--- src/rtl/pipeline_stage_buffer.sv ---
// ---------------------------------------------------------------------------
// pipeline_stage_buffer
//
// Reusable inter-stage pipeline register (IF/ID, ID/EX, EX/MEM, MEM/WB) for
// the cached multi-cycle CPU. It carries PC, two data words, a destination
// register and a control bundle under a valid/ready handshake. A one-entry
// skid register keeps full throughput under back-pressure, so a stalled
// downstream stage (e.g. on a cache miss) holds the instruction instead of
// losing it.
//
// Optional build macro:
//   PIPE_STAGE_STATS_EN - adds saturating 16-bit stall/bubble counters.
//
// Ports:
//   clk           in   clock, rising edge
//   reset_n       in   asynchronous, active-low reset
//   flush         in   synchronous flush, drops every held entry
//   in_valid      in   upstream presents an instruction
//   in_ready      out  buffer can accept (decoded from state register only)
//   in_pc         in   upstream PC            [PC_W]
//   in_data_a     in   upstream mem data      [DATA_W]
//   in_data_b     in   upstream ALU result    [DATA_W]
//   in_dst        in   destination register   [DST_W]
//   in_ctrl       in   control bundle         [CTRL_W]
//   out_valid     out  downstream payload valid
//   out_ready     in   downstream accepts this cycle
//   out_pc/out_data_a/out_data_b/out_dst/out_ctrl
//                 out  held payload, forced to 0 while out_valid=0
//   stall_cycles  out  (stats build) cycles with out_valid & !out_ready
//   bubble_cycles out  (stats build) cycles with !out_valid
// ---------------------------------------------------------------------------
module pipeline_stage_buffer #(
  parameter int PC_W   = 16,
  parameter int DATA_W = 16,
  parameter int DST_W  = 2,
  parameter int CTRL_W = 24
) (
  input  logic              clk,
  input  logic              reset_n,
  input  logic              flush,
  input  logic              in_valid,
  output logic              in_ready,
  input  logic [PC_W-1:0]   in_pc,
  input  logic [DATA_W-1:0] in_data_a,
  input  logic [DATA_W-1:0] in_data_b,
  input  logic [DST_W-1:0]  in_dst,
  input  logic [CTRL_W-1:0] in_ctrl,
  output logic              out_valid,
  input  logic              out_ready,
  output logic [PC_W-1:0]   out_pc,
  output logic [DATA_W-1:0] out_data_a,
  output logic [DATA_W-1:0] out_data_b,
  output logic [DST_W-1:0]  out_dst,
  output logic [CTRL_W-1:0] out_ctrl
`ifdef PIPE_STAGE_STATS_EN
  ,
  output logic [15:0]       stall_cycles,
  output logic [15:0]       bubble_cycles
`endif
);

  typedef enum logic [1:0] {
    EMPTY = 2'd0,
    ONE   = 2'd1,
    FULL  = 2'd2
  } state_t;

  state_t r_state;
  state_t w_state_nxt;

  logic w_in_xfer;
  logic w_load_main_in;
  logic w_load_main_skid;
  logic w_load_skid;

  logic [PC_W-1:0]   r_main_pc,     r_skid_pc;
  logic [DATA_W-1:0] r_main_data_a, r_skid_data_a;
  logic [DATA_W-1:0] r_main_data_b, r_skid_data_b;
  logic [DST_W-1:0]  r_main_dst,    r_skid_dst;
  logic [CTRL_W-1:0] r_main_ctrl,   r_skid_ctrl;

  // in_ready depends on the state register alone, never on out_ready, so no
  // combinational ready path runs backwards through the pipeline.
  assign in_ready  = (r_state != FULL);
  assign out_valid = (r_state != EMPTY);
  assign w_in_xfer = in_valid & in_ready;

  // ---- control: state register ----
  always_ff @(posedge clk or negedge reset_n) begin
    if (!reset_n) r_state <= EMPTY;
    else          r_state <= w_state_nxt;
  end

  // ---- control: next state and register load enables ----
  always_comb begin
    w_state_nxt      = r_state;
    w_load_main_in   = 1'b0;
    w_load_main_skid = 1'b0;
    w_load_skid      = 1'b0;
    if (flush) begin
      // A flush discards the held entries and any same-cycle input.
      w_state_nxt = EMPTY;
    end else begin
      case (r_state)
        EMPTY: begin
          if (in_valid) begin
            w_load_main_in = 1'b1;
            w_state_nxt    = ONE;
          end
        end
        ONE: begin
          if (w_in_xfer && out_ready) begin
            w_load_main_in = 1'b1;
          end else if (w_in_xfer) begin
            // Downstream stalled: park the new entry behind main.
            w_load_skid = 1'b1;
            w_state_nxt = FULL;
          end else if (out_ready) begin
            w_state_nxt = EMPTY;
          end
        end
        FULL: begin
          if (out_ready) begin
            w_load_main_skid = 1'b1;
            w_state_nxt      = ONE;
          end
        end
        default: w_state_nxt = EMPTY;
      endcase
    end
  end

  // ---- payload: main and skid registers ----
  always_ff @(posedge clk or negedge reset_n) begin
    if (!reset_n) begin
      r_main_pc     <= '0;
      r_main_data_a <= '0;
      r_main_data_b <= '0;
      r_main_dst    <= '0;
      r_main_ctrl   <= '0;
      r_skid_pc     <= '0;
      r_skid_data_a <= '0;
      r_skid_data_b <= '0;
      r_skid_dst    <= '0;
      r_skid_ctrl   <= '0;
    end else begin
      if (w_load_main_in) begin
        r_main_pc     <= in_pc;
        r_main_data_a <= in_data_a;
        r_main_data_b <= in_data_b;
        r_main_dst    <= in_dst;
        r_main_ctrl   <= in_ctrl;
      end else if (w_load_main_skid) begin
        r_main_pc     <= r_skid_pc;
        r_main_data_a <= r_skid_data_a;
        r_main_data_b <= r_skid_data_b;
        r_main_dst    <= r_skid_dst;
        r_main_ctrl   <= r_skid_ctrl;
      end
      if (w_load_skid) begin
        r_skid_pc     <= in_pc;
        r_skid_data_a <= in_data_a;
        r_skid_data_b <= in_data_b;
        r_skid_dst    <= in_dst;
        r_skid_ctrl   <= in_ctrl;
      end
    end
  end

  // Bubbles present all-zero payload so downstream decoders see a NOP.
  assign out_pc     = out_valid ? r_main_pc     : '0;
  assign out_data_a = out_valid ? r_main_data_a : '0;
  assign out_data_b = out_valid ? r_main_data_b : '0;
  assign out_dst    = out_valid ? r_main_dst    : '0;
  assign out_ctrl   = out_valid ? r_main_ctrl   : '0;

`ifdef PIPE_STAGE_STATS_EN
  function automatic logic [15:0] sat_inc(input logic [15:0] v);
    return (v == 16'hFFFF) ? v : v + 16'd1;
  endfunction

  logic [15:0] r_stall_cnt;
  logic [15:0] r_bubble_cnt;

  // ---- stats counters (cleared by reset only, flush does not touch them) ----
  always_ff @(posedge clk or negedge reset_n) begin
    if (!reset_n) begin
      r_stall_cnt  <= '0;
      r_bubble_cnt <= '0;
    end else begin
      if (out_valid && !out_ready) r_stall_cnt  <= sat_inc(r_stall_cnt);
      if (!out_valid)              r_bubble_cnt <= sat_inc(r_bubble_cnt);
    end
  end

  assign stall_cycles  = r_stall_cnt;
  assign bubble_cycles = r_bubble_cnt;
`endif

endmodule

--- config.mk ---
export PLATFORM = sky130hd
export DESIGN_NAME = pipeline_stage_buffer
export DESIGN_NICKNAME = d
export VERILOG_FILES = /design/src/rtl/pipeline_stage_buffer.sv
export SDC_FILE = /design/constraint.sdc
export NUM_CORES = 1
export LEC_CHECK = 0
export BUFFER_PORTS_ARGS = -buffer_cell sky130_fd_sc_hd__buf_2
export CELL_PAD_IN_SITES_DETAIL_PLACEMENT = 0
export CELL_PAD_IN_SITES_GLOBAL_PLACEMENT = 1
export CORE_MARGIN = 10
export CORE_UTILIZATION = 47
export DETAILED_ROUTE_END_ITERATION = 8
export HOLD_SLACK_MARGIN = 0.05
export PLACE_DENSITY = 0.91
export SLEW_MARGIN = 15
export SYNTH_ARGS = -nofsm -noshare
export SYNTH_HDL_FRONTEND = slang
export SYNTH_SLANG_ARGS = --single-unit
--- constraint.sdc ---
create_clock -name clk -period 4.55 [get_ports clk]
set_input_delay 0.6825 -clock clk [delete_from_list [all_inputs] [get_ports clk]]
set_output_delay 0.6825 -clock clk [all_outputs]
set_load 0.1 [all_outputs]
==> metrics.txt, run 1 <==
nature of the critical path startpoint flip-flop; post-layout util slightly below 60%; Final Max Slew Viols 0; R2R setup slack around 2.1 ns; footprint of the multi-input gates about 0.0029 mm²; kind of end point of the critical path output pin; number of global-route vias before repair 5013; Sink Count 150; post-route insts no fill roughly 840; Core Region about 0.014 mm²; Mapped Nets ~580; vias 4589; WL per Instance approximately 19 µm; status finished, final reports clean; Crit Path Category flip-flop to output pin; DP Worst Slack between 1.5 and 2 ns; slowest CP cell dfrtp_1; Post-Syn Instances 504; Worst IR Drop VDD around 0.27 mV; DPL Wire Length approximately 11000 µm; Area Overhead vs Synth 21.4%; FF+latch area roughly 0.0038 mm²; setup tns final 0 ns; Initial Util between 40% and 50%; RSZ-0062 raised after global routing false; I/O Pins between 150 and 200; Worst Reg-to-Reg Cells 4; pin count of the biggest net entering global routing roughly 90; setup bufs post-CTS 0; Die ar. between 0.015 and 0.02 mm²; root buf cell clkbuf_16; RR Startpoint r_state[0]; num rows between 40 and 50; initial antenna violation count 0; Yosys cell types 24; Avg Inst Size Synth around 14 µm²; Synth warnings 0; grt ovf 0; worst min path class input port to async pin; P per Cell Area between 500 and 600 mW/mm²; Worst EP arrival approximately 2.1 ns; Post-CTS Resized 0; die width roughly 140 µm; ant diodes 0; Detail Route Antenna Nets 0; Clk pin slew, worst setup/hold paths 0.06 ns; layout filler cell count roughly 1200; #FFs+latches synth 150; crit path max fanout slightly below 60; Inserted Clock Buffers 17; gr usage total around 17%; Post-Syn Area ~0.0068 mm²; WHS between 0.3 and 0.4 ns; register area share after synthesis around 55%; largest family of logic cells by synthesized area multiplexers; DRT iter0 DRCs about 280; CTS tree done; relative slew slack about two fifths; most frequent cells in the layout buf_2 (153), dfrtp_1 (150), and2_1 (131), a221o_1 (72), mux2_4 (60); die height between 100 and 150 µm; routed wire length 16100 µm; leakage between 4 and 5 nW; maxcap violations 0; Worst-Margin Slew just over 0.9 ns; first-pass GRT wire length between 20000 and 30000 µm; min Tclk post-route between 2 and 3 ns; Synth Area in XOR/XNOR 0%; Via density around 5.5; H-tree levels 4; RR Endpoint r_skid_ctrl[7]; DRC 0; Layout Nets 724; worst path required time 3.87 ns; adder-cell share of the synthesized area 0%; simple-gate share of the synthesized area between 10% and 20%; Clock Path Buffers 2; clock skew 0.00617 ns; multiplexer area fraction after synthesis between 10% and 20%; fin crit share between 60 and 70%; final worst setup slack approximately 1.7 ns; CP peak stage delay about 0.45 ns; clock latency on the worst-skew pair approximately 0.41 ns; Port Buf Inserts approximately 150; layout cells sized above 1 between 40% and 50%; Max Fclk between 300 and 400 MHz; final setup violating endpoints 0; CP cell instances or2_2, buf_12, and2_1, buf_2; Synth Area in Compound Gates between 10% and 20%; Worst Path Buf+Inv 2; cts hold-fix bufs 0; delay-heaviest family, CP buffers and inverters; placed insts around 810; commonest non-fill, non-tap cell in the layout buf_2; First-pass DRT Iterations 6; Hold Vio Cnt, Final 0; routability cong. ~0.8
[final cells by class]
| cell class | count | area share (%) |
|---|---|---|
| clock inverter | 9 | 1.51 |
| tap | 184 | 2.78 |
| sequential | 150 | 45.3 |
| clock buffer | 23 | 5.64 |
| timing repair buffer | 161 | 10.2 |
| inverter | 1 | 0.0453 |
| multi-input combinational | 314 | 34.6 |
[logic make-up (layout without fill, tap and decap cells)]
logic type             Yosys count  in the layout
and+or+nand+nor                159            159
DFF                            150            150
AOI/OAI and AO/OA               79             79
muxes                           76             76
buffers and inverters           40            194
[state kept, by name (all words and copies together) (netlist names)]
signal,count
r_main_ctrl,24
r_main_data_a,16
r_main_data_b,16
r_main_dst,2
r_main_pc,16
r_skid_ctrl,24
r_skid_data_a,16
r_skid_data_b,16
r_skid_dst,2
r_skid_pc,16
r_state,2
[metal layers]
metal	vias to the layer above	share of wire (%)	GRT usage, %
met5	-	0	0
met4	0	1.0	6.09
met3	12	5.8	4.67
met2	142	48	25.4
met1	2348	45	21.6
li1	2087	-	-
[cell usage after synthesis]
master,number,share of area (%)
nor3_1,1,0.073
mux2_4,60,13
nor3b_1,1,0.11
mux2i_1,2,0.29
inv_1,1,0.055
mux2_2,14,2.3
a21oi_2,1,0.13
dfrtp_1,150,55
clkbuf_1,15,0.82
nor3b_4,1,0.27
nor2b_1,3,0.27
and2_1,132,12
a21oi_1,2,0.15
and2_0,15,1.4
buf_4,1,0.11
or2_2,1,0.092
buf_6,7,1.2
nand2b_1,2,0.18
and4bb_1,1,0.18
o21ai_0,3,0.22
buf_2,16,1.2
a221o_1,72,11
o21bai_1,1,0.11
nand3_1,2,0.15
[report_power, final]
group	switching, mW	internal (mW)	total (mW)
clock	0.516	0.887	1.40
combinational	0.657	0.416	1.07
sequential	0.162	1.63	1.80
[how the worst max path moves through the flow]
| stage | from | end | slack, ns | depth (start not counted) |
|---|---|---|---|---|
| 6_report | r_state[1] | out_data_b[14] | 1.74 | 4 |
| 5_1_grt | r_state[1] | out_data_b[14] | 1.62 | 4 |
| 4_1_cts | r_state[1] | out_ctrl[8] | 1.32 | 3 |
| 3_5_place_dp | out_ready | r_skid_ctrl[5] | 1.68 | 5 |
| 3_3_place_gp | out_ready | r_skid_ctrl[13] | 1.76 | 5 |
| 2_1_floorplan | r_state[1] | out_ctrl[14] | 1.47 | 3 |
[through the flow]
step | total power [mW] | area, µm²
global route | 4.46 | 8290
CTS | 4.32 | 8270
floorplan | 2.64 | 6830
global placement | 2.85 | 7680
finish | 4.27 | 8290
detailed placement | 2.89 | 7680
Note: power is estimated with default switching activity, not from simulation.
==> inputs of run 2 (changes only) <==
Settings changed: ABC_AREA from default to 1, CORE_UTILIZATION 47 to 35, PLACE_DENSITY 0.91 to 0.81.
Clock period 4.55 ns to 2.5 ns, I/O delays scaled along.
==> metrics.txt, run 2 <==
combinational fraction of design power 29.7%; Yosys cell types 18; layout filler cell count 2026; setup tns final 0 ns; Non-Filler Cell Area, Final between 0.008 and 0.009 mm²; Clk pwr share just under 30%; root buf cell clkbuf_16; layout cells sized above 1 about a fifth; num rows 51; number of global-route vias before repair ~6000; register area share after synthesis 53.8%; clock skew about 0.0070 ns; Avg Inst Size Synth approximately 7.7 µm²; die width approximately 160 µm; vias roughly 5900; Mapped Nets between 900 and 1000; relative slew slack around 66%; Core Region between 0.015 and 0.02 mm²; slowest CP cell dfrtp_1; Sink Count 150; post-layout util a little over two fifths; grt ovf 0; routability cong. about 0.73; Post-Syn Instances 903; synth top area cells dfrtp_1 (54%), nand2_1 (12%), nand3_1 (11%); DRT iter0 DRCs approximately 380; nature of the critical path startpoint flip-flop; First-pass DRT Iterations 4; Detail Route Antenna Nets 0; Worst-Margin Slew approximately 0.52 ns; CTS tree done; crit path max fanout 32; clock latency on the worst-skew pair 0.42 ns; RSZ-0062 raised after global routing false; top-area cell type share of the netlist area 53.8%; Port Buf Inserts approximately 150; Worst IR Drop VDD between 0.5 and 0.6 mV; CP peak stage delay between 0.5 and 0.6 ns; RR Startpoint r_state[1]; Inserted Clock Buffers 17; switching share of power between 30% and 40%; FFs w/ async S/R, synth 100%; DPL Wire Length 11900 µm; Initial Util between 30% and 40%; hold path startpoint in_data_a[3]; kind of end point of the critical path output pin; total chip power between 8 and 9 mW; Layout Nets 1115; FF+latch area 0.00375 mm²; gr usage total around 14%; DRC 0; Area Overhead vs Synth 23.0%; die height ~160 µm; #FFs+latches synth 150; Die ar. between 0.02 and 0.03 mm²; Critical Path Source r_state[0]; leakage around 4.8 nW; Worst EP arrival around 1.9 ns; first-pass GRT wire length 30700 µm; Via density 4.47; worst min path class input port to flip-flop; min Tclk post-route 2.25 ns; Synth warnings 0; footprint of the multi-input gates about 0.0024 mm²; top-count cell post-synth nand2_1; WL per Instance around 14 µm; Clk pin slew, worst setup/hold paths 0.06 ns; Post-CTS Resized 0; internal power 5.09 mW; most instantiated cells after synthesis nand2_1 (229), inv_1 (155), nand3_1 (151); Regs by FF count r_main_ctrl x24, r_skid_ctrl x24; Hold Vio Cnt, Final 0; Post-synth EDFFs 0; P per Cell Area just under 1000 mW/mm²; Switch Pwr 3.19 mW; H-tree levels 4; final setup violating endpoints 0; area post-placement between 0.008 and 0.009 mm²; worst path required time around 2.1 ns; fin crit share between 80% and 90%; Max Fclk around 450 MHz; most frequent cells in the layout nand2_1 (229), inv_1 (155), buf_2 (153), nand3_1 (151), dfrtp_1 (150); Final Max Slew Viols 0; routed wire length about 18000 µm; I/O Pins ~160; maxcap violations 0; commonest non-fill, non-tap cell in the layout nand2_1; prevailing post-synth register cell dfrtp_1; Crit Path Category flip-flop to output pin; setup bufs post-CTS 0; CP cell instances nor2_4, buf_4, nor2_1, buf_2; Clock Path Buffers 2; Post-Syn Area roughly 0.0070 mm²; pin count of the biggest net entering global routing roughly 110; initial antenna violation count 1; status finished, final reports clean; sequential power share between 40% and 50%; Yosys top cell by area dfrtp_1
[run 2: cell count changes after synthesis, moves of 14 or more]
cell | previous run | this run
o21ai_1 | 0 | 45
mux2_4 | 60 | 0
and2_0 | 15 | 0
nor2_1 | 0 | 78
nand3_1 | 2 | 151
o21ai_0 | 3 | 29
mux2_2 | 14 | 0
buf_2 | 16 | 44
a221o_1 | 72 | 0
nand2_1 | 0 | 229
and2_1 | 132 | 0
inv_1 | 1 | 155
[run 2: cells by family after synthesis]
family          count (synthesis)  synth area share, %
compound gates                 75                 5.40
flops                         150                 53.8
simple gates                  464                 28.1
buf+inv                       214                 12.7
[run 2: worst paths after layout]
kind / endpoint / slack, ns / depth (start not counted)
max in group asynchronous: r_skid_pc[7] / 1.37 / 3
min in group asynchronous: r_main_pc[14] / 0.46 / 2
setup reg to reg: r_skid_data_b[10] / 0.90 / 6
setup / recovery: out_data_a[6] / 0.25 / 4
hold reg to reg: r_main_ctrl[13] / 0.48 / 2
hold / removal: r_main_data_a[3] / 0.19 / 3
[run 2: layout make-up]
| type | instances | share of cell area (%) |
|---|---|---|
| Clock buffer | 20 | 5.20 |
| Multi-Input combinational cell | 539 | 27.6 |
| Antenna cell | 1 | 0.0292 |
| Inverter | 159 | 6.95 |
| Timing Repair Buffer | 169 | 11.4 |
| Tap cell | 265 | 3.86 |
| Clock inverter | 9 | 1.24 |
| Sequential cell | 150 | 43.7 |
[run 2: critical path: cells and delay by family (launching register included)]
kind	cells	cell delay, ns
flops	1	0.55
simple gates	2	0.20
buf+inv	2	0.69
[run 2: metal layers]
metal	vias to the layer above	track usage [%]	routed length, µm
met5	-	0	0
met1	2693	18.0	8400
li1	3024	-	-
met4	0	4.80	268
met2	134	23.5	8630
met3	16	3.99	1080
[run 2: power by group through the flow]
stage	sequential, mW	clock (mW)	combinational [mW]
6_report	3.38	2.44	2.46
5_1_grt	3.46	2.61	2.71
3_5_place_dp	3.42	0	2.50
4_1_cts	3.38	2.52	2.50
3_3_place_gp	3.39	0	2.47
2_1_floorplan	3.34	0	2.02
[run 2: repair_timing]
item / CTS / global route
endpoints found under the hold margin: 42 / 0
endpoints found under the setup margin: 0 / 0
hold buffers: 1 / 0
[run 2: metrics by stage]
| stage | setup WS, ns | cells | hold WS, ns |
|---|---|---|---|
| after global placement | 0.749 | 1281 | 0.341 |
| after detailed placement | 0.680 | 1281 | 0.344 |
| after CTS | 0.216 | 1311 | 0.170 |
| after global routing | 0.107 | 1311 | 0.179 |
| after floorplan | -0.00142 | 903 | 0.0794 |
| final | 0.253 | 1312 | 0.187 |
==> inputs of run 3 (changes only) <==
Settings changed: BUFFER_PORTS_ARGS -buffer_cell sky130_fd_sc_hd__buf_2 to default, CAP_MARGIN from default to 20, CORE_UTILIZATION 35 to 41, DONT_BUFFER_PORTS from default to 1, PLACE_DENSITY 0.81 to 0.83.
==> metrics.txt, run 3 (same netlist as run 2, synthesis figures left out) <==
DRC 0; routability cong. 0.741; num rows 47; pin count of the biggest net entering global routing about 150; Worst IR Drop VDD between 0.5 and 0.6 mV; FF+latch area about 0.0038 mm²; DP Worst Slack between 0.5 and 0.6 ns; CP cell instances nor2_4, buf_12, nor2_2, buf_4; routed wire length approximately 18000 µm; Core Region about 0.017 mm²; root buf cell clkbuf_16; Hold Vio Cnt, Final 150; final worst setup slack approximately 0.15 ns; setup tns final 0 ns; Post-CTS Resized 0; Final Max Slew Viols 0; failing checks hold timing; clock skew ~0.0075 ns; Clk pin slew, worst setup/hold paths roughly 0.060 ns; Die ar. 0.0226 mm²; kind of end point of the critical path output pin; first-pass GRT wire length slightly below 30000 µm; worst path required time 2.12 ns; Detail Route Antenna Nets 0; total chip power between 8 and 9 mW; Max Fclk roughly 430 MHz; Sink Count 150; most frequent cells in the layout nand2_1 (229), inv_1 (155), nand3_1 (151), dfrtp_1 (150), buf_4 (84); Layout Nets roughly 1000; WHS -0.341 ns; vias approximately 5700; Worst EP arrival 1.97 ns; Area Overhead vs Synth 21.4%; number of global-route vias before repair 5557; final setup violating endpoints 0; layout filler cell count about 1600; initial antenna violation count 2; CTS tree done; Port Buf Inserts 0; RSZ-0062 raised after global routing false; slowest CP cell dfrtp_1; Crit Path Category flip-flop to output pin; nature of the critical path startpoint flip-flop; relative slew slack between 40 and 50%; Inserted Clock Buffers 17; footprint of the multi-input gates between 0.002 and 0.003 mm²; DRT iter0 DRCs 343; grt ovf 0; die height ~150 µm; setup bufs post-CTS 0; worst min path class input port to async pin; layout cells sized above 1 a little over a fifth; I/O Pins roughly 160; H-tree levels 4; WL per Instance between 10 and 15 µm; status finished with violations; Regs by FF count r_main_ctrl x24, r_skid_ctrl x24; min Tclk post-route between 2 and 2.5 ns; DPL Wire Length between 10000 and 15000 µm; post-layout util between 50% and 60%; P per Cell Area ~980 mW/mm²; Initial Util 41.9%; post-route insts no fill between 1000 and 1500; gr usage total 16.2%; First-pass DRT Iterations 8; maxcap violations 0; CP peak stage delay 0.50 ns; crit path max fanout 26; fin crit share 93.9%; placed insts 1158; commonest non-fill, non-tap cell in the layout nand2_1; leakage 4.43 nW; Via density 4.76; die width about 150 µm; clock latency on the worst-skew pair around 0.42 ns; Clock Path Buffers 2; Worst-Margin Slew 0.837 ns
==> run 3: cell types whose count changed in the layout (fill, tap and decap cells not counted), sizes merged <==
cell | before | now
buf | 168 | 90
bufinv | 2 | 1
clkbuf | 20 | 19
clkinv | 4 | 7
clkinvlp | 3 | 4
dlygate4sd3 | 1 | 0
inv | 159 | 160
==> run 3: report_power, final <==
| part | internal (mW) | switching [mW] |
|---|---|---|
| clock network | 1.36 | 1.01 |
| logic | 0.662 | 1.89 |
| registers | 3.05 | 0.332 |
==> run 3: layout make-up <==
type / count / share of cell area, %
Tap cell: 220 / 3.25
Timing Repair Buffer: 90 / 8.87
Sequential cell: 150 / 44.3
Antenna cell: 1 / 0.0296
Inverter: 159 / 7.05
Clock buffer: 19 / 5.11
Multi-Input combinational cell: 539 / 30.1
Clock inverter: 13 / 1.27
==> run 3: path summary, 6_finish.rpt <==
kind	startpoint	endpoint	slack (ns)	depth (start not counted)
setup / recovery	r_state[0]	out_data_a[2]	0.15	4
hold / removal	reset_n	r_skid_pc[10]	-0.34	0
setup reg to reg	r_state[1]	r_skid_ctrl[22]	0.58	5
hold reg to reg	r_skid_data_b[15]	r_skid_data_b[15]	0.48	2
max in group asynchronous	reset_n	r_main_data_b[1]	2.56	0
min in group clk	in_data_b[12]	r_skid_data_b[12]	0.08	2
==> run 3: stage by stage <==
stage	area [µm²]	hold slack (ns)
6_report	8470	-0.341
5_1_grt	8460	-0.370
3_3_place_gp	7920	0.0853
2_1_floorplan	6980	0.0794
3_5_place_dp	7920	0.0850
4_1_cts	8460	-0.369
==> run 3: layer usage <==
layer | up-vias | routed length (µm) | part of all wire, % | GRT usage, %
li1 | 2867 | - | - | -
met2 | 145 | 8550 | 48 | 25.8
met1 | 2634 | 7410 | 42 | 20.0
met3 | 17 | 1580 | 8.9 | 5.91
met4 | 2 | 178 | 1.0 | 5.20
met5 | - | 9 | 0.051 | 0
==> run 3: worst max-delay path, delay by kind of cell (launching register included) <==
kind | cells | cell delay (ns)
flops | 1 | 0.50
simple gates | 2 | 0.53
buf+inv | 2 | 0.51
